[src/rtl/adder_pkg.sv]
// Shared definitions for the pipelined add/subtract unit:
// operation encodings and saturation constants.
package adder_pkg;

    typedef enum logic {
        OP_ADD = 1'b0,
        OP_SUB = 1'b1
    } op_e;

    localparam int unsigned MAX_W = 64;

    // Largest signed value representable in w bits (0111...1)
    function automatic logic [MAX_W-1:0] sat_max(input int unsigned w);
        return (64'd1 << (w - 1)) - 64'd1;
    endfunction

    // Smallest signed value representable in w bits (1000...0)
    function automatic logic [MAX_W-1:0] sat_min(input int unsigned w);
        return 64'd1 << (w - 1);
    endfunction

endpackage

[src/rtl/adder_stage.sv]
// One carry-pipelined slice: adds chunk IDX of the operands
// and holds the running result in a valid/ready register.
module adder_stage
    import adder_pkg::*;
#(
    parameter int WIDTH = 8,
    parameter int CHUNK = 4,
    parameter int IDX   = 0
) (
    input  logic             clk,
    input  logic             rst_n,
    input  logic             up_valid,
    output logic             up_ready,
    input  logic [WIDTH-1:0] up_a,
    input  logic [WIDTH-1:0] up_b,
    input  logic             up_op,
    input  logic [WIDTH-1:0] up_sum,
    input  logic             up_cy,
    output logic             dn_valid,
    input  logic             dn_ready,
    output logic [WIDTH-1:0] dn_a,
    output logic [WIDTH-1:0] dn_b,
    output logic             dn_op,
    output logic [WIDTH-1:0] dn_sum,
    output logic             dn_cy,
    output logic             load,
    output logic [WIDTH-1:0] nxt_sum,
    output logic             nxt_cy
);

    logic [CHUNK-1:0] a_c;
    logic [CHUNK-1:0] b_c;
    logic [CHUNK:0]   part;

    assign up_ready = !dn_valid || dn_ready;
    assign load     = up_valid && up_ready;

    // Add this stage's chunk, inverting b for subtraction
    always_comb begin
        a_c = up_a[IDX*CHUNK +: CHUNK];
        b_c = up_b[IDX*CHUNK +: CHUNK];
        if (up_op == OP_SUB) begin
            b_c = ~b_c;
        end
        part = {1'b0, a_c} + {1'b0, b_c}
             + {{CHUNK{1'b0}}, up_cy};
        nxt_sum = up_sum;
        nxt_sum[IDX*CHUNK +: CHUNK] = part[CHUNK-1:0];
        nxt_cy = part[CHUNK];
    end

    // Slice register: advance when downstream frees up, else hold
    always_ff @(posedge clk or negedge rst_n) begin
        if (!rst_n) begin
            dn_valid <= 1'b0;
            dn_a     <= '0;
            dn_b     <= '0;
            dn_op    <= 1'b0;
            dn_sum   <= '0;
            dn_cy    <= 1'b0;
        end else if (up_ready) begin
            dn_valid <= up_valid;
            if (up_valid) begin
                dn_a   <= up_a;
                dn_b   <= up_b;
                dn_op  <= up_op;
                dn_sum <= nxt_sum;
                dn_cy  <= nxt_cy;
            end
        end
    end

endmodule

[src/rtl/pipelined_adder.sv]
// WIDTH-bit add/subtract unit split into STAGES carry-pipelined slices.
// Define ADDER_SAT_EN to clamp overflowing results to signed max/min.
module pipelined_adder
    import adder_pkg::*;
#(
    parameter int WIDTH  = 8,
    parameter int STAGES = 2
) (
    input  logic             clk,
    input  logic             rst_n,
    input  logic             in_valid,
    output logic             in_ready,
    input  logic [WIDTH-1:0] a,
    input  logic [WIDTH-1:0] b,
    input  logic             c_in,
    input  logic             op,
    output logic             out_valid,
    input  logic             out_ready,
    output logic [WIDTH-1:0] sum,
    output logic             c_out,
    output logic             ovf,
    output logic             zero
);

    localparam int CHUNK = WIDTH / STAGES;
    localparam int LAST  = STAGES - 1;

    logic             vld   [STAGES+1];
    logic             rdy   [STAGES+1];
    logic [WIDTH-1:0] a_p   [STAGES+1];
    logic [WIDTH-1:0] b_p   [STAGES+1];
    logic             op_p  [STAGES+1];
    logic [WIDTH-1:0] s_p   [STAGES+1];
    logic             cy_p  [STAGES+1];
    logic             ld    [STAGES];
    logic [WIDTH-1:0] nxt_s [STAGES];
    logic             nxt_c [STAGES];

    assign vld[0]      = in_valid;
    assign a_p[0]      = a;
    assign b_p[0]      = b;
    assign op_p[0]     = op;
    assign s_p[0]      = '0;
    assign cy_p[0]     = c_in;
    assign rdy[STAGES] = out_ready;
    assign in_ready    = rdy[0];
    assign out_valid   = vld[STAGES];

    for (genvar i = 0; i < STAGES; i++) begin : g_stage
        adder_stage #(
            .WIDTH (WIDTH),
            .CHUNK (CHUNK),
            .IDX   (i)
        ) u_stage (
            .clk      (clk),
            .rst_n    (rst_n),
            .up_valid (vld[i]),
            .up_ready (rdy[i]),
            .up_a     (a_p[i]),
            .up_b     (b_p[i]),
            .up_op    (op_p[i]),
            .up_sum   (s_p[i]),
            .up_cy    (cy_p[i]),
            .dn_valid (vld[i+1]),
            .dn_ready (rdy[i+1]),
            .dn_a     (a_p[i+1]),
            .dn_b     (b_p[i+1]),
            .dn_op    (op_p[i+1]),
            .dn_sum   (s_p[i+1]),
            .dn_cy    (cy_p[i+1]),
            .load     (ld[i]),
            .nxt_sum  (nxt_s[i]),
            .nxt_cy   (nxt_c[i])
        );
    end

`ifdef ADDER_SAT_EN
    localparam logic [WIDTH-1:0] SAT_MAX = WIDTH'(sat_max(WIDTH));
    localparam logic [WIDTH-1:0] SAT_MIN = WIDTH'(sat_min(WIDTH));
`endif

    logic [WIDTH-1:0] raw;
    logic [WIDTH-1:0] res;
    logic             a_msb;
    logic             be_msb;
    logic             ovf_n;
    logic             zero_n;

    // Flags from the last slice's fully assembled result
    always_comb begin
        raw    = nxt_s[LAST];
        a_msb  = a_p[LAST][WIDTH-1];
        be_msb = b_p[LAST][WIDTH-1] ^ (op_p[LAST] == OP_SUB);
        ovf_n  = (a_msb == be_msb) && (raw[WIDTH-1] != a_msb);
        res    = raw;
`ifdef ADDER_SAT_EN
        if (ovf_n) begin
            res = a_msb ? SAT_MIN : SAT_MAX;
        end
`endif
        zero_n = (res == '0);
    end

    // Output register loads together with the last slice
    always_ff @(posedge clk or negedge rst_n) begin
        if (!rst_n) begin
            sum   <= '0;
            c_out <= 1'b0;
            ovf   <= 1'b0;
            zero  <= 1'b0;
        end else if (ld[LAST]) begin
            sum   <= res;
            c_out <= nxt_c[LAST];
            ovf   <= ovf_n;
            zero  <= zero_n;
        end
    end

endmodule

[config.mk]
export PLATFORM = sky130hd
export DESIGN_NAME = pipelined_adder
export DESIGN_NICKNAME = d
export VERILOG_FILES = /design/src/rtl/adder_pkg.sv /design/src/rtl/adder_stage.sv /design/src/rtl/pipelined_adder.sv
export SDC_FILE = /design/constraint.sdc
export NUM_CORES = 1
export LEC_CHECK = 0
export ABC_AREA = 1
export CORE_MARGIN = 2
export CORE_UTILIZATION = 49
export DETAILED_ROUTE_END_ITERATION = 8
export HOLD_SLACK_MARGIN = 0.15
export PLACE_DENSITY = 0.79
export SETUP_SLACK_MARGIN = 0.3
export SYNTH_ARGS = -nofsm -noshare
export SYNTH_HDL_FRONTEND = slang
export SYNTH_SLANG_ARGS = --single-unit
[constraint.sdc]
create_clock -name clk -period 2.5 [get_ports clk]
set_clock_uncertainty 0.05 [all_clocks]
set_input_delay 0.5 -clock clk [delete_from_list [all_inputs] [get_ports clk]]
set_output_delay 0.5 -clock clk [all_outputs]
set_load 0.05 [all_outputs]
* Word-level counts from Yosys, hierarchy flattened
Index checks and enable logic that the tools add are counted.
Storage, ports and cells: register bits 35, bits of input ports 22, output and inout port bits 13, logic and storage cells 30
Operators by class: $add $sub $neg 4, equal/unequal tests 2, mux-type cells 2, bitwise logic cells 3, reductions and logical operators 8
Operator list (count):
- adder 4 x 4 -> 5 bit | 2
- adder 5 x 1 -> 5 bit | 2
- logical NOT 8 bit | 1
- 2-to-1 mux 4 bit | 2
- NOT 4 bit | 2
- logical AND 1 bit | 2
- logical NOT 1 bit | 2
- logical OR 1 bit | 2
- AND reduction 2 bit | 1
- == test 1 bit | 1
- inequality test 1 bit | 1
- bitwise XOR 1 bit | 1

* Logic depth before layout (Yosys ltp)
depth in word-level cells 6, gate-level depth with buffers 12

* Modules after synthesis
A second synthesis with hierarchy kept.
Unflattened totals: cells, all modules 349, area, all modules 3035.4 sq um
Modules (own cells, without submodules):
- adder_stage (g_stage[1].u_stage) | instances 1, cells each 146, area each 1275.0 sq um
- adder_stage (g_stage[0].u_stage) | instances 1, cells each 141, area each 1255.0 sq um
- pipelined_adder | instances 1, cells each 62, area each 505.5 sq um

* Worst setup path after synthesis
Ideal clock, no wire load.
kind input to register, start point input port op, end point register g_stage[0].u_stage.dn_sum[1], library setup time 0.083 ns, data arrival time 1.780 ns, required time 2.367 ns, setup slack 0.587 ns, cell stages on the path 6, cells stage by stage buf_2 > xor2_1 > fa_1 > inv_1 > fa_1 > o21ai_0
Between the ends: word-level cells in the longest chain between the ends 3
Ends and longest elaborated chain:
- start: declaration | RTL line pipelined_adder.sv:16 | input logic op,
- 2-to-1 mux 4 bit | RTL line adder_stage.sv:42 | if (up_op == OP_SUB) begin
- adder 4 x 4 -> 5 bit | RTL line adder_stage.sv:45 | part = {1'b0, a_c} + {1'b0, b_c}
- adder 5 x 1 -> 5 bit | RTL line adder_stage.sv:46 | + {{CHUNK{1'b0}}, up_cy};
- end signal: assignment | RTL line adder_stage.sv:67 | dn_sum <= nxt_sum;
- end: declaration | RTL line adder_stage.sv:24 | output logic [WIDTH-1:0] dn_sum,
Every way passes these cells. A chain may end at the register's enable or synchronous reset.

* Worst setup path after layout
start point register g_stage[1].u_stage.dn_valid, end point output port out_valid
RTL lines:
- start: declaration | RTL line adder_stage.sv:19 | output logic dn_valid,
- start signal: assignment | RTL line adder_stage.sv:62 | dn_valid <= up_valid;
- end: declaration | RTL line pipelined_adder.sv:17 | output logic out_valid,
No word-level cell between the ends.

==> run summary <==
outcome -> finished, violations left
failing checks -> design-rule violations
width of the die -> 58.6 um
GR Layer Usage met2 -> 0.291
CP Class -> reg -> out
Clock transition at path regs -> 0.13 ns
required time of the worst setup path -> 1.95 ns
Tcrit/Tclk final -> 0.836
global route overflow -> 0
layout cell share with drive strength beyond 1 -> 0.0750
via density per instance -> 5.02
Post-Synthesis Cells -> 165
final hold violations -> 0
synth unique cells -> 25
RSZ-0062 raised after global routing -> no
Clk pwr share -> 0.109
Avg Cell Area, Syn -> 8.86 um^2
Die H -> 58.6 um
Design Area, Final -> 1850 um^2
Detailed Route Iter0 Violations -> 35
Min-Delay Path Class -> reg -> reg
Worst path top cell family by delay -> buffers and inverters
WL/cell -> 11.2 um
Max-cap violations -> 0
switching share of power -> 0.440
core area -> 2810 um^2
row cnt -> 19
Seq. cell area -> 677 um^2
cts hold-fix bufs -> 0
clk_lat worst skew -> 0.32 ns
initial core utilization -> 0.521
CP Buf/Inv Count -> 1
Worst setup EP type -> output pin
Placed Area -> 1820 um^2
area delta synth->final -> 26.6%
Final Net Count -> 234
Tmin final -> 2.09 ns
CP arrival -> 1.54 ns
setup_tns -> 0 ns
DRT antenna net count -> 0
Lkg Pwr -> 0.000937 uW
Post-Syn Area -> 1460 um^2
crit start category -> flip-flop
CP peak stage delay -> 0.82 ns
vias in the first global route -> 1079
grt met1 use -> 0.196
largest net degree at the start of global routing -> 28
power per cell area -> 901 nW/um^2
Final Slew Violations -> 0
initial antenna violation count -> 0
Slew HR -> 0.665
Peak supply drop -> 0.364 mV
detailed placement HPWL -> 2.09 mm
clk sinks -> 27
CTS tree -> yes
hold_ws -> 0.444 ns
Multi-input gate area -> 672 um^2
Crit Path Max Fanout -> 3
Pint -> 934 uW
H-tree Lvls -> 1
Boundary Pins -> 35
crit-path cells -> clkdlybuf4s50_1
Detailed Routing Iterations Pass 1 -> 6
sequential power share -> 0.373
Tot GR Track Use -> 0.159
first-pass GRT wire length -> 4.31 mm
Diodes inserted -> 0
max frequency -> 0.478 GHz
P_sw -> 734 uW
#FFs+latches synth -> 27
sequential-to-total area share from yosys stat -> 0.462
post-CTS setup repair buffer count -> 0
final setup vio count -> 0
Clk Tree Root Cell -> clkbuf_4
total CTS buffers -> 3
pre-CTS WS -> 0.149 ns
most frequent cells in the layout -> 57 x nand2_1, 33 x clkdlybuf4s50_1, 26 x dfrtp_1
DIE AREA -> 3440 um^2
most common cell after layout, fill and taps aside -> nand2_1
worst-path cell with the longest stage delay -> clkdlybuf4s50_1
CTS max path bufs -> 2
synth warn -> 0
setup ws final -> 0.410 ns
fill cell count -> 234
Worst-Margin Slew -> 0.502 ns
Final Util -> 0.660
net count after synthesis -> 198
DR vias -> 1159
Routed WL -> 2.58 mm
Final GP Congestion -> 0.804
most used routing layer -> met2
grt met3 use -> 0.0132
Comb pwr share -> 0.518
drt drc -> 1
IO buf count -> 34
==> flip-flops by register name, summed over array words and instances, names as in the netlist <==
signal                    count
g_stage.u_stage.dn_b          4
g_stage.u_stage.dn_sum        4
ovf                           1
sum                           8
zero                          1
g_stage.u_stage.dn_cy         1
g_stage.u_stage.dn_a          4
g_stage.u_stage.dn_valid      2
c_out                         1
g_stage.u_stage.dn_op         1
==> worst min-delay path, stage by stage (launching register included) <==
cell and delay (ns):
dfrtp_1 0.37, nand2_1 0.05, nand2_1 0.05
==> area by class of cell <==
type                       count  area share
clock buffer                   4      0.0142
inverter                      19      0.0385
multi-input combinational    114       0.363
sequential                    27       0.366
tap                           31      0.0210
timing repair buffer          36       0.197
==> metrics by stage <==
step / power [uW] / instances
2_1_floorplan: 1230 / 165
3_3_place_gp: 1480 / 227
3_5_place_dp: 1500 / 227
4_1_cts: 1680 / 231
5_1_grt: 1790 / 231
6_report: 1670 / 231
==> metal layers <==
metal  vias to the layer above  share of wire
li1                        580              -
met1                       537           0.45
met2                        36           0.49
met3                         6          0.038
met4                         0          0.016
met5                         -              0
==> cells in the mapped netlist <==
| master | instances | area (um^2) |
|---|---|---|
| a21o_2 | 1 | 8.76 |
| o21ai_2 | 2 | 17.5 |
| a22oi_1 | 1 | 7.51 |
| a21oi_1 | 3 | 15.0 |
| xnor2_1 | 2 | 17.5 |
| nand3_2 | 1 | 10.0 |
| nand4_1 | 1 | 6.26 |
| inv_1 | 17 | 63.8 |
| nand2_2 | 1 | 6.26 |
| o21a_1 | 1 | 7.51 |
| dfrtp_1 | 27 | 676 |
| clkbuf_8 | 1 | 13.8 |
| inv_2 | 2 | 7.51 |
| nand2_4 | 1 | 11.3 |
| nor2_1 | 6 | 22.5 |
| ha_1 | 7 | 87.6 |
| nand2_1 | 57 | 214 |
| o21ai_0 | 9 | 45.0 |
| buf_2 | 2 | 10.0 |
| nand3_1 | 8 | 40.0 |
| fa_1 | 4 | 80.1 |
| xor2_1 | 6 | 52.6 |
| nand3b_1 | 3 | 22.5 |
| buf_6 | 1 | 11.3 |
| buf_4 | 1 | 7.51 |
==> cell families (layout without fill, tap and decap cells) <==
group	after synthesis	count (layout)	share of synthesized area
buf+inv	24	59	0.0779
fa+ha+maj	11	11	0.115
compound gates	17	17	0.0694
flops	27	27	0.462
simple gates	78	78	0.228
xor+xnor	8	8	0.0479
==> power by group through the flow <==
stage | combinational, uW | sequential, uW | clock, uW
2_1_floorplan | 341 | 889 | 0
3_3_place_gp | 855 | 626 | 0
3_5_place_dp | 871 | 633 | 0
4_1_cts | 874 | 622 | 188
5_1_grt | 952 | 634 | 208
6_report | 864 | 621 | 182
==> path summary, 6_finish.rpt <==
| path | from | endpoint | slack [ns] | cells after the start |
|---|---|---|---|---|
| setup / recovery | g_stage[1].u_stage.dn_valid$_DFFE_PN0P_ | out_valid | 0.41 | 1 |
| hold / removal | zero$_DFFE_PN0P_ | zero$_DFFE_PN0P_ | 0.44 | 2 |
| setup reg to reg | g_stage[0].u_stage.dn_op$_DFFE_PN0P_ | zero$_DFFE_PN0P_ | 0.48 | 9 |
| hold reg to reg | zero$_DFFE_PN0P_ | zero$_DFFE_PN0P_ | 0.44 | 2 |
| max in group asynchronous | rst_n | g_stage[0].u_stage.dn_op$_DFFE_PN0P_ | 1.65 | 2 |
| min in group asynchronous | rst_n | sum[7]$_DFFE_PN0P_ | 0.49 | 2 |
==> timing repair <==
action	CTS	global route
gates resized for setup	0	1
endpoints found under the hold margin	0	0
setup endpoints to repair	0	1
(Power assumes the default switching activity.)
